==> config.mk <==
export PLATFORM = sky130hd
export DESIGN_NAME = uart_rx_cfg
export DESIGN_NICKNAME = d
export VERILOG_FILES = /design/src/rtl/uart_pkg.sv /design/src/rtl/sync_2ff.sv /design/src/rtl/uart_rx_cfg.sv
export SDC_FILE = /design/constraint.sdc
export NUM_CORES = 1
export LEC_CHECK = 0
export ABC_AREA = 1
export ABC_CLOCK_PERIOD_IN_PS = 4250
export CORE_MARGIN = 2
export CORE_UTILIZATION = 61
export DETAILED_ROUTE_END_ITERATION = 16
export HOLD_SLACK_MARGIN = 0.05
export PLACE_DENSITY = 0.88
export SYNTH_ARGS = -nofsm -noshare
export SYNTH_HDL_FRONTEND = slang
export SYNTH_SLANG_ARGS = --single-unit
==> constraint.sdc <==
create_clock -name i_clock -period 4.25 [get_ports i_clock]
set_input_delay 0.85 -clock i_clock [delete_from_list [all_inputs] [get_ports i_clock]]
set_output_delay 0.85 -clock i_clock [all_outputs]
set_load 0.01 [all_outputs]
==> src/rtl/uart_pkg.sv <==
// Shared UART definitions: FSM state encodings and parity-mode codes.
// The TX side imports the same package.
package uart_pkg;

    localparam int NB_STATE = 3;

    typedef enum logic [NB_STATE-1:0] {
        ST_IDLE   = 3'd0,
        ST_START  = 3'd1,
        ST_DATA   = 3'd2,
        ST_PARITY = 3'd3,
        ST_STOP   = 3'd4
    } uart_state_e;

    typedef enum logic [1:0] {
        PAR_NONE     = 2'b00,
        PAR_EVEN     = 2'b01,
        PAR_ODD      = 2'b10,
        PAR_NONE_ALT = 2'b11
    } parity_mode_e;

    function automatic logic parity_enabled(input parity_mode_e m);
        return (m == PAR_EVEN) || (m == PAR_ODD);
    endfunction

endpackage

==> src/rtl/sync_2ff.sv <==
// Two-flop synchronizer for a single asynchronous level.
// Both flops reset to RESET_VAL so an idle-high line looks idle out of reset.
module sync_2ff #(
    parameter logic RESET_VAL = 1'b1
) (
    input  logic i_clock,
    input  logic i_reset,
    input  logic i_d,
    output logic o_q
);

    logic meta_q;
    logic sync_q;

    always_ff @(posedge i_clock or negedge i_reset) begin
        if (!i_reset) begin
            meta_q <= RESET_VAL;
            sync_q <= RESET_VAL;
        end else begin
            meta_q <= i_d;
            sync_q <= meta_q;
        end
    end

    assign o_q = sync_q;

endmodule

==> src/rtl/uart_rx_cfg.sv <==
// Oversampling UART receiver with runtime-selectable data width, parity and stop bits.
// Frame configuration is captured at the start edge and held for the whole frame.
module uart_rx_cfg
    import uart_pkg::*;
#(
    parameter int NB_DATA       = 8,
    parameter int N_TICKS       = 16,
    parameter int NB_TICK_COUNT = 5
) (
    input  logic               i_clock,
    input  logic               i_reset,
    input  logic               i_tick,
    input  logic               i_rx,
    input  logic [3:0]         i_nb_data,
    input  logic [1:0]         i_parity_mode,
    input  logic               i_stop2,
    output logic [NB_DATA-1:0] o_data,
    output logic               o_rx_done_tick,
    output logic               o_parity_err,
    output logic               o_frame_err,
    output logic               o_busy
);

    localparam logic [NB_TICK_COUNT-1:0] TICK_HALF = NB_TICK_COUNT'(N_TICKS/2 - 1);
    localparam logic [NB_TICK_COUNT-1:0] TICK_FULL = NB_TICK_COUNT'(N_TICKS - 1);
    localparam logic [3:0]               NB_MAX    = 4'(NB_DATA);

    logic rx_s;

    sync_2ff #(.RESET_VAL(1'b1)) u_sync (
        .i_clock (i_clock),
        .i_reset (i_reset),
        .i_d     (i_rx),
        .o_q     (rx_s)
    );

    uart_state_e              state_q,  state_d;
    logic [NB_TICK_COUNT-1:0] s_q,      s_d;
    logic [3:0]               n_q,      n_d;
    logic [NB_DATA-1:0]       b_q,      b_d;
    logic [3:0]               nb_q,     nb_d;
    parity_mode_e             pmode_q,  pmode_d;
    logic                     stop2_q,  stop2_d;
    logic                     stopn_q,  stopn_d;
    logic                     perr_q,   perr_d;
    logic                     ferr_q,   ferr_d;
    logic [NB_DATA-1:0]       data_q,   data_d;
    logic                     done_q,   done_d;
    logic                     operr_q,  operr_d;
    logic                     oferr_q,  oferr_d;

    logic [3:0] nb_eff;
    logic       par_x;

    assign nb_eff = (i_nb_data < 4'd5 || i_nb_data > NB_MAX) ? NB_MAX : i_nb_data;
    assign par_x  = (^b_q) ^ rx_s;

    always_comb begin
        state_d = state_q;
        s_d     = s_q;
        n_d     = n_q;
        b_d     = b_q;
        nb_d    = nb_q;
        pmode_d = pmode_q;
        stop2_d = stop2_q;
        stopn_d = stopn_q;
        perr_d  = perr_q;
        ferr_d  = ferr_q;
        data_d  = data_q;
        done_d  = 1'b0;
        operr_d = operr_q;
        oferr_d = oferr_q;

        if (i_tick) begin
            case (state_q)
                ST_IDLE: begin
                    if (!rx_s) begin
                        state_d = ST_START;
                        s_d     = '0;
                        n_d     = '0;
                        b_d     = '0;
                        stopn_d = 1'b0;
                        perr_d  = 1'b0;
                        ferr_d  = 1'b0;
                        nb_d    = nb_eff;
                        pmode_d = parity_mode_e'(i_parity_mode);
                        stop2_d = i_stop2;
                    end
                end
                ST_START: begin
                    if (s_q == TICK_HALF) begin
                        s_d     = '0;
                        // Line back high at mid-start means it was a glitch
                        state_d = rx_s ? ST_IDLE : ST_DATA;
                    end else begin
                        s_d = s_q + 1'b1;
                    end
                end
                ST_DATA: begin
                    if (s_q == TICK_FULL) begin
                        s_d = '0;
                        b_d = b_q | ({{(NB_DATA-1){1'b0}}, rx_s} << n_q);
                        if (n_q == nb_q - 4'd1) begin
                            state_d = parity_enabled(pmode_q) ? ST_PARITY : ST_STOP;
                        end else begin
                            n_d = n_q + 4'd1;
                        end
                    end else begin
                        s_d = s_q + 1'b1;
                    end
                end
                ST_PARITY: begin
                    if (s_q == TICK_FULL) begin
                        s_d     = '0;
                        perr_d  = (pmode_q == PAR_EVEN) ? par_x : ~par_x;
                        state_d = ST_STOP;
                    end else begin
                        s_d = s_q + 1'b1;
                    end
                end
                ST_STOP: begin
                    if (s_q == TICK_FULL) begin
                        s_d    = '0;
                        ferr_d = ferr_q | ~rx_s;
                        if (!stop2_q || stopn_q) begin
                            data_d  = b_q;
                            operr_d = perr_q;
                            oferr_d = ferr_q | ~rx_s;
                            done_d  = 1'b1;
                            state_d = ST_IDLE;
                        end else begin
                            stopn_d = 1'b1;
                        end
                    end else begin
                        s_d = s_q + 1'b1;
                    end
                end
                default: state_d = ST_IDLE;
            endcase
        end
    end

    always_ff @(posedge i_clock or negedge i_reset) begin
        if (!i_reset) begin
            state_q <= ST_IDLE;
            s_q     <= '0;
            n_q     <= '0;
            b_q     <= '0;
            nb_q    <= '0;
            pmode_q <= PAR_NONE;
            stop2_q <= 1'b0;
            stopn_q <= 1'b0;
            perr_q  <= 1'b0;
            ferr_q  <= 1'b0;
            data_q  <= '0;
            done_q  <= 1'b0;
            operr_q <= 1'b0;
            oferr_q <= 1'b0;
        end else begin
            state_q <= state_d;
            s_q     <= s_d;
            n_q     <= n_d;
            b_q     <= b_d;
            nb_q    <= nb_d;
            pmode_q <= pmode_d;
            stop2_q <= stop2_d;
            stopn_q <= stopn_d;
            perr_q  <= perr_d;
            ferr_q  <= ferr_d;
            data_q  <= data_d;
            done_q  <= done_d;
            operr_q <= operr_d;
            oferr_q <= oferr_d;
        end
    end

    assign o_data         = data_q;
    assign o_rx_done_tick = done_q;
    assign o_parity_err   = operr_q;
    assign o_frame_err    = oferr_q;
    assign o_busy         = (state_q != ST_IDLE);

endmodule

### After elaboration in Yosys (flattened, before gate mapping)

Index checks and enable logic that the tools add are counted.

* add/subtract/negate cells: 3
* $lt $le $gt $ge: 2
* eq/ne operators: 18
* shift operators: 1
* mux-type cells: 35
* bitwise gates (word level): 5
* reductions and logical operators: 21

Operators by type and width (number)
* $mux 3: 8
* $ne 2x2->1 const B: 9
* $mux 4: 4
* $mux 8: 2
* $pmux 8 s2: 1
* $reduce_and 4->1: 4
* $mux 5: 3
* $pmux 3 s5: 1
* $pmux 5 s3: 1
* $mux 1: 10
* $reduce_and 5->1: 2
* $or 8x8->8: 1
* $pmux 4 s2: 1
* $reduce_and 8->1: 1
* $reduce_xor 8->1: 1
* $shl 1x4->8: 1
* $eq 3x2->1 const B: 2
* $pmux 1 s2: 3
* $reduce_and 3->1: 2
* $reduce_bool 2->1: 3
* $reduce_bool 3->1: 2
* $add 5x1->5 const B: 1
* $eq 5x3->1 const B: 1
* $eq 5x4->1 const B: 1
* 17 further kinds: 20

* register bits after elaboration: 43
* input bits: 11
* output and inout bits: 12
* word-level logic and storage cells: 101

### Longest topological paths before layout

* word-level depth: 6
* gate-level depth with buffers: 13

### By module

A second synthesis with hierarchy kept.

* cell total of the unflattened synthesis: 324
* area total of the unflattened synthesis: 2372.3 µm²

Modules (own cells, without submodules)
* uart_rx_cfg: instances 1, cells each 322, area each 2319.7 µm²
* sync_2ff: instances 1, cells each 2, area each 52.6 µm²

### Worst setup path after synthesis

No wires, ideal clock.

* path type: reg-to-output
* start: reg state_q[0]
* end: out o_busy
* arrival time: 0.848 ns
* required time: 3.400 ns
* setup slack: 2.552 ns
* stages on the path, launching flop included: 5
* buffers on the path: 0
* cell sequence: dfrtp_1 > inv_2 > nand2_2 > nor2_1 > inv_1

* longest elaborated chain between the ends: 1

Ends and longest elaborated chain
* from (decl): RTL line uart_rx_cfg.sv:37 `uart_state_e state_q, state_d;`
* from (signal assigned): RTL line uart_rx_cfg.sv:160 `state_q <= state_d;`
* $reduce_bool 3->1: RTL line uart_rx_cfg.sv:181 `assign o_busy = (state_q != ST_IDLE);`
* to (decl): RTL line uart_rx_cfg.sv:21 `output logic o_busy`

Every way passes these cells.

### Worst setup path after layout

Same ends and word-level chain as after synthesis.

==> impl_summary.txt <==
----------------------------------------------------
[Cells and area]
  Most common cell after layout, fill and taps aside ... sky130_fd_sc_hd__nand2_1
  Most frequent cells in the layout ... sky130_fd_sc_hd__nand2_1, sky130_fd_sc_hd__inv_1, sky130_fd_sc_hd__dfrtp_1, sky130_fd_sc_hd__nor2_1, sky130_fd_sc_hd__nand3_1
  Synth-to-Final Area Change ... 14.1%
  Fillcell total ... 279
  Number of nets in the layout ... 356
  Post-layout util ... 0.728
  Multi-input gate area in the final layout ... 1070 µm²
  Flip-flop and latch area ... 1080 µm²
  Inserted Diodes ... 0
  Share of post-route cells with drive strength above 1 ... 0.0706
  Final std cells w/o fill ... 388

[Route]
  Routed wirelength normalized by instance count ... 12.3 µm
  Number of nets with antenna violations after routing ... 0
  First-pass iteration count of the detailed router ... 4
  Post-route DRC ... 0
  Vias ... 2066
  Routed WL ... 4780 µm
  Number of vias per cell after detailed routing ... 5.32
  Starting DRT DRC Count ... 207

[Clock network]
  Post-CTS Setup Inserts ... 0
  Clk Latency, worst-skew pair ... 300 ps
  # resized after CTS ... 0
  Maximum clock insertion buffer count ... 2
  Number of buffers inserted during clock tree synthesis ... 5
  Buffer cell driving the clock tree root ... sky130_fd_sc_hd__clkbuf_8
  Clock-pin slew of the registers on the worst-case setup and hold paths ... 80 ps
  Clock tree from TritonCTS ... built
  Hold Buf Count CTS ... 0
  TritonCTS sink count ... 43
  H-tree lvl count ... 2

[STA]
  Pin slew with the least headroom to its limit ... 946 ps
  Setup TNS Final ... 0 ps
  Tmin final ... 2600 ps
  Post-route clock skew ... 6.80 ps
  Highest clock frequency the design can meet ... 384 MHz
  Number of failing setup endpoints in the final timing report ... 0
  Final critical-path share of the clock period ... 0.613
  Slack of the critical path ... 1650 ps
  Unrepaired setup endpoints after global routing ... false
  Worst max-slew margin expressed relative to the limit ... 0.369
  Max-slew violation count ... 0
  Count of endpoints failing hold in the final timing report ... 0

[Worst hold path]
  Min-Delay Startpoint ... u_sync.meta_q$_DFF_PN1_
  Class of the tightest hold or removal check ... reg -> reg
  Hold Path End ... u_sync.o_q$_DFF_PN1_
  Worst hold stages ... 0

[Power]
  IR Drop Worst-Case VDD ... 0.412 mV
  Internal portion of total power ... 0.777 mW
  Share of power burned in combinational logic ... 0.411
  Leak ... 1.34 nW
  Sequential share of power ... 0.401
  Pwr/cell area ... 506 nW/µm²
  Total net switching power ... 0.582 mW
  Switching power as a share of total power ... 0.428
  Clock network fraction of total power ... 0.188

[Floorplanning]
  Y dimension of the die ... 66.1 µm
  Starting Density ... 0.638
  Total die area ... 4370 µm²
  Core area ... 3690 µm²
  Top-Level Pins ... 23
  Cell Rows ... 22
  Die boundary width ... 66.1 µm

[Synthesis]
  Number of distinct library cell variants in the gate-level netlist after synthesis ... 29
  Number of synthesized register bits ... 43
  Net count after synthesis ... 331
  Synthesized netlist cell count ... 314
  Sequential-to-total area share from yosys stat ... 0.458
  Warning count from the yosys run ... 0
  Mapped cell area ... 2350 µm²
  Average footprint of a synthesized cell ... 7.50 µm²

[Critical path]
  Crit end category ... output port
  Data arrival time of the critical path ... 1750 ps
  Category of the worst setup path launch point ... flop
  WS Path Type ... reg -> out
  Worst reg-to-reg setup slack ... 2240 ps
  Data required time at the worst endpoint ... 3400 ps
  Largest fanout of any net on the critical path ... 6
  RR Startpoint ... s_q[0]$_DFFE_PN0P_
  Worst flop-to-flop path endpoint ... state_q[1]$_DFFE_PN0P_
  Number of cells traversed by the worst register-to-register path ... 11

[Place]
  Half-perimeter wire length of the detailed placement result ... 3520 µm
  Number of buffers added on ports ... 22
  Placed insts ... 380
  Worst slack after detailed placement ... 1810 ps
  Gp weighted congestion ... 0.871

[Run status]
  Result of the run ... finished clean

[Flow run]
  Total of max-cap violations ... 0

[GRT]
  Total gr overflow ... 0
  Wire length of the first global-routing pass ... 8090 µm
  GR Util All Layers ... 0.243
  Via count of the first global-routing pass ... 1910
  Pin count of the biggest net entering global routing ... 44
  Antenna violations before repair ... 0

----------------------------------------------------
## critical path: stages (launching register included)
cell and delay (ps):
sky130_fd_sc_hd__dfrtp_1 460, sky130_fd_sc_hd__inv_2 90, sky130_fd_sc_hd__nand2_2 70, sky130_fd_sc_hd__nor2_1 200
sky130_fd_sc_hd__inv_1 140, sky130_fd_sc_hd__clkdlybuf4s50_1 500
## state kept, by name, indices dropped and copies added, names as in the netlist, 2 cells and up
name     flops
b_q          8
o_data       8
s_q          5
n_q          4
nb_q         4
state_q      3
pmode_q      2
## cells by family after synthesis
kind of cell    Yosys count  share of synthesized area
fa+ha+maj                 6                     0.0319
flops                    43                      0.458
compound gates           39                     0.0935
buf+inv                  51                     0.0871
xor+xnor                  5                     0.0186
simple gates            170                      0.311
## worst max-delay path by stage
stage,to,slack [ps],depth (start not counted),from
3_5_place_dp,nb_q[3]$_DFFE_PN0P_,1810,5,i_tick
2_1_floorplan,o_busy,2550,4,state_q[0]$_DFFE_PN0P_
4_1_cts,o_busy,1650,5,state_q[0]$_DFFE_PN0P_
6_report,o_busy,1650,5,state_q[0]$_DFFE_PN0P_
3_3_place_gp,nb_q[3]$_DFFE_PN0P_,1880,5,i_tick
5_1_grt,o_busy,1540,5,state_q[0]$_DFFE_PN0P_
## power groups by stage
stage          sequential, mW  clock [mW]  combinational [mW]
6_report                0.545       0.255               0.559
5_1_grt                 0.555       0.269               0.636
4_1_cts                 0.543       0.257               0.556
3_5_place_dp            0.549           0               0.549
3_3_place_gp            0.546           0               0.526
2_1_floorplan           0.531           0               0.421
## per-stage QoR
step | hold WS, ps | total power, mW | area, µm²
2_1_floorplan | 345 | 0.953 | 2350
3_3_place_gp | 348 | 1.07 | 2600
3_5_place_dp | 351 | 1.10 | 2600
4_1_cts | 363 | 1.36 | 2690
5_1_grt | 366 | 1.46 | 2690
6_report | 362 | 1.36 | 2690
## layout make-up
type | count | area share
Sequential cell | 43 | 0.401
Multi-Input combinational cell | 220 | 0.399
Timing Repair Buffer | 22 | 0.0801
Inverter | 47 | 0.0657
Clock buffer | 6 | 0.0270
Tap cell | 48 | 0.0224
Clock inverter | 2 | 0.00466
## routing by layer
metal,global-route usage,up-vias,part of all wire
met4,0.0842,0,0.013
met2,0.430,50,0.50
met3,0.0409,7,0.038
met1,0.296,963,0.45
met5,0,-,0
li1,-,1046,-
## synthesized netlist by cell type (all sizes together)
cell    count  area share
buf         4       0.012
a22oi       1      0.0032
nand2     101        0.16
nor2       30       0.055
xnor2       2      0.0074
o211a       1      0.0043
nand3b      1      0.0032
dfrtp      41        0.44
a21oi      10       0.026
dfstp       2       0.022
inv        47       0.075
nor3        6       0.018
o21a        1      0.0032
xor2        3       0.011
ha          6       0.032
nand3      25       0.053
nand4       7       0.019
o21ai      23       0.049
o22ai       1      0.0027
a31oi       2      0.0053
Power figures use the tool's default switching activity.
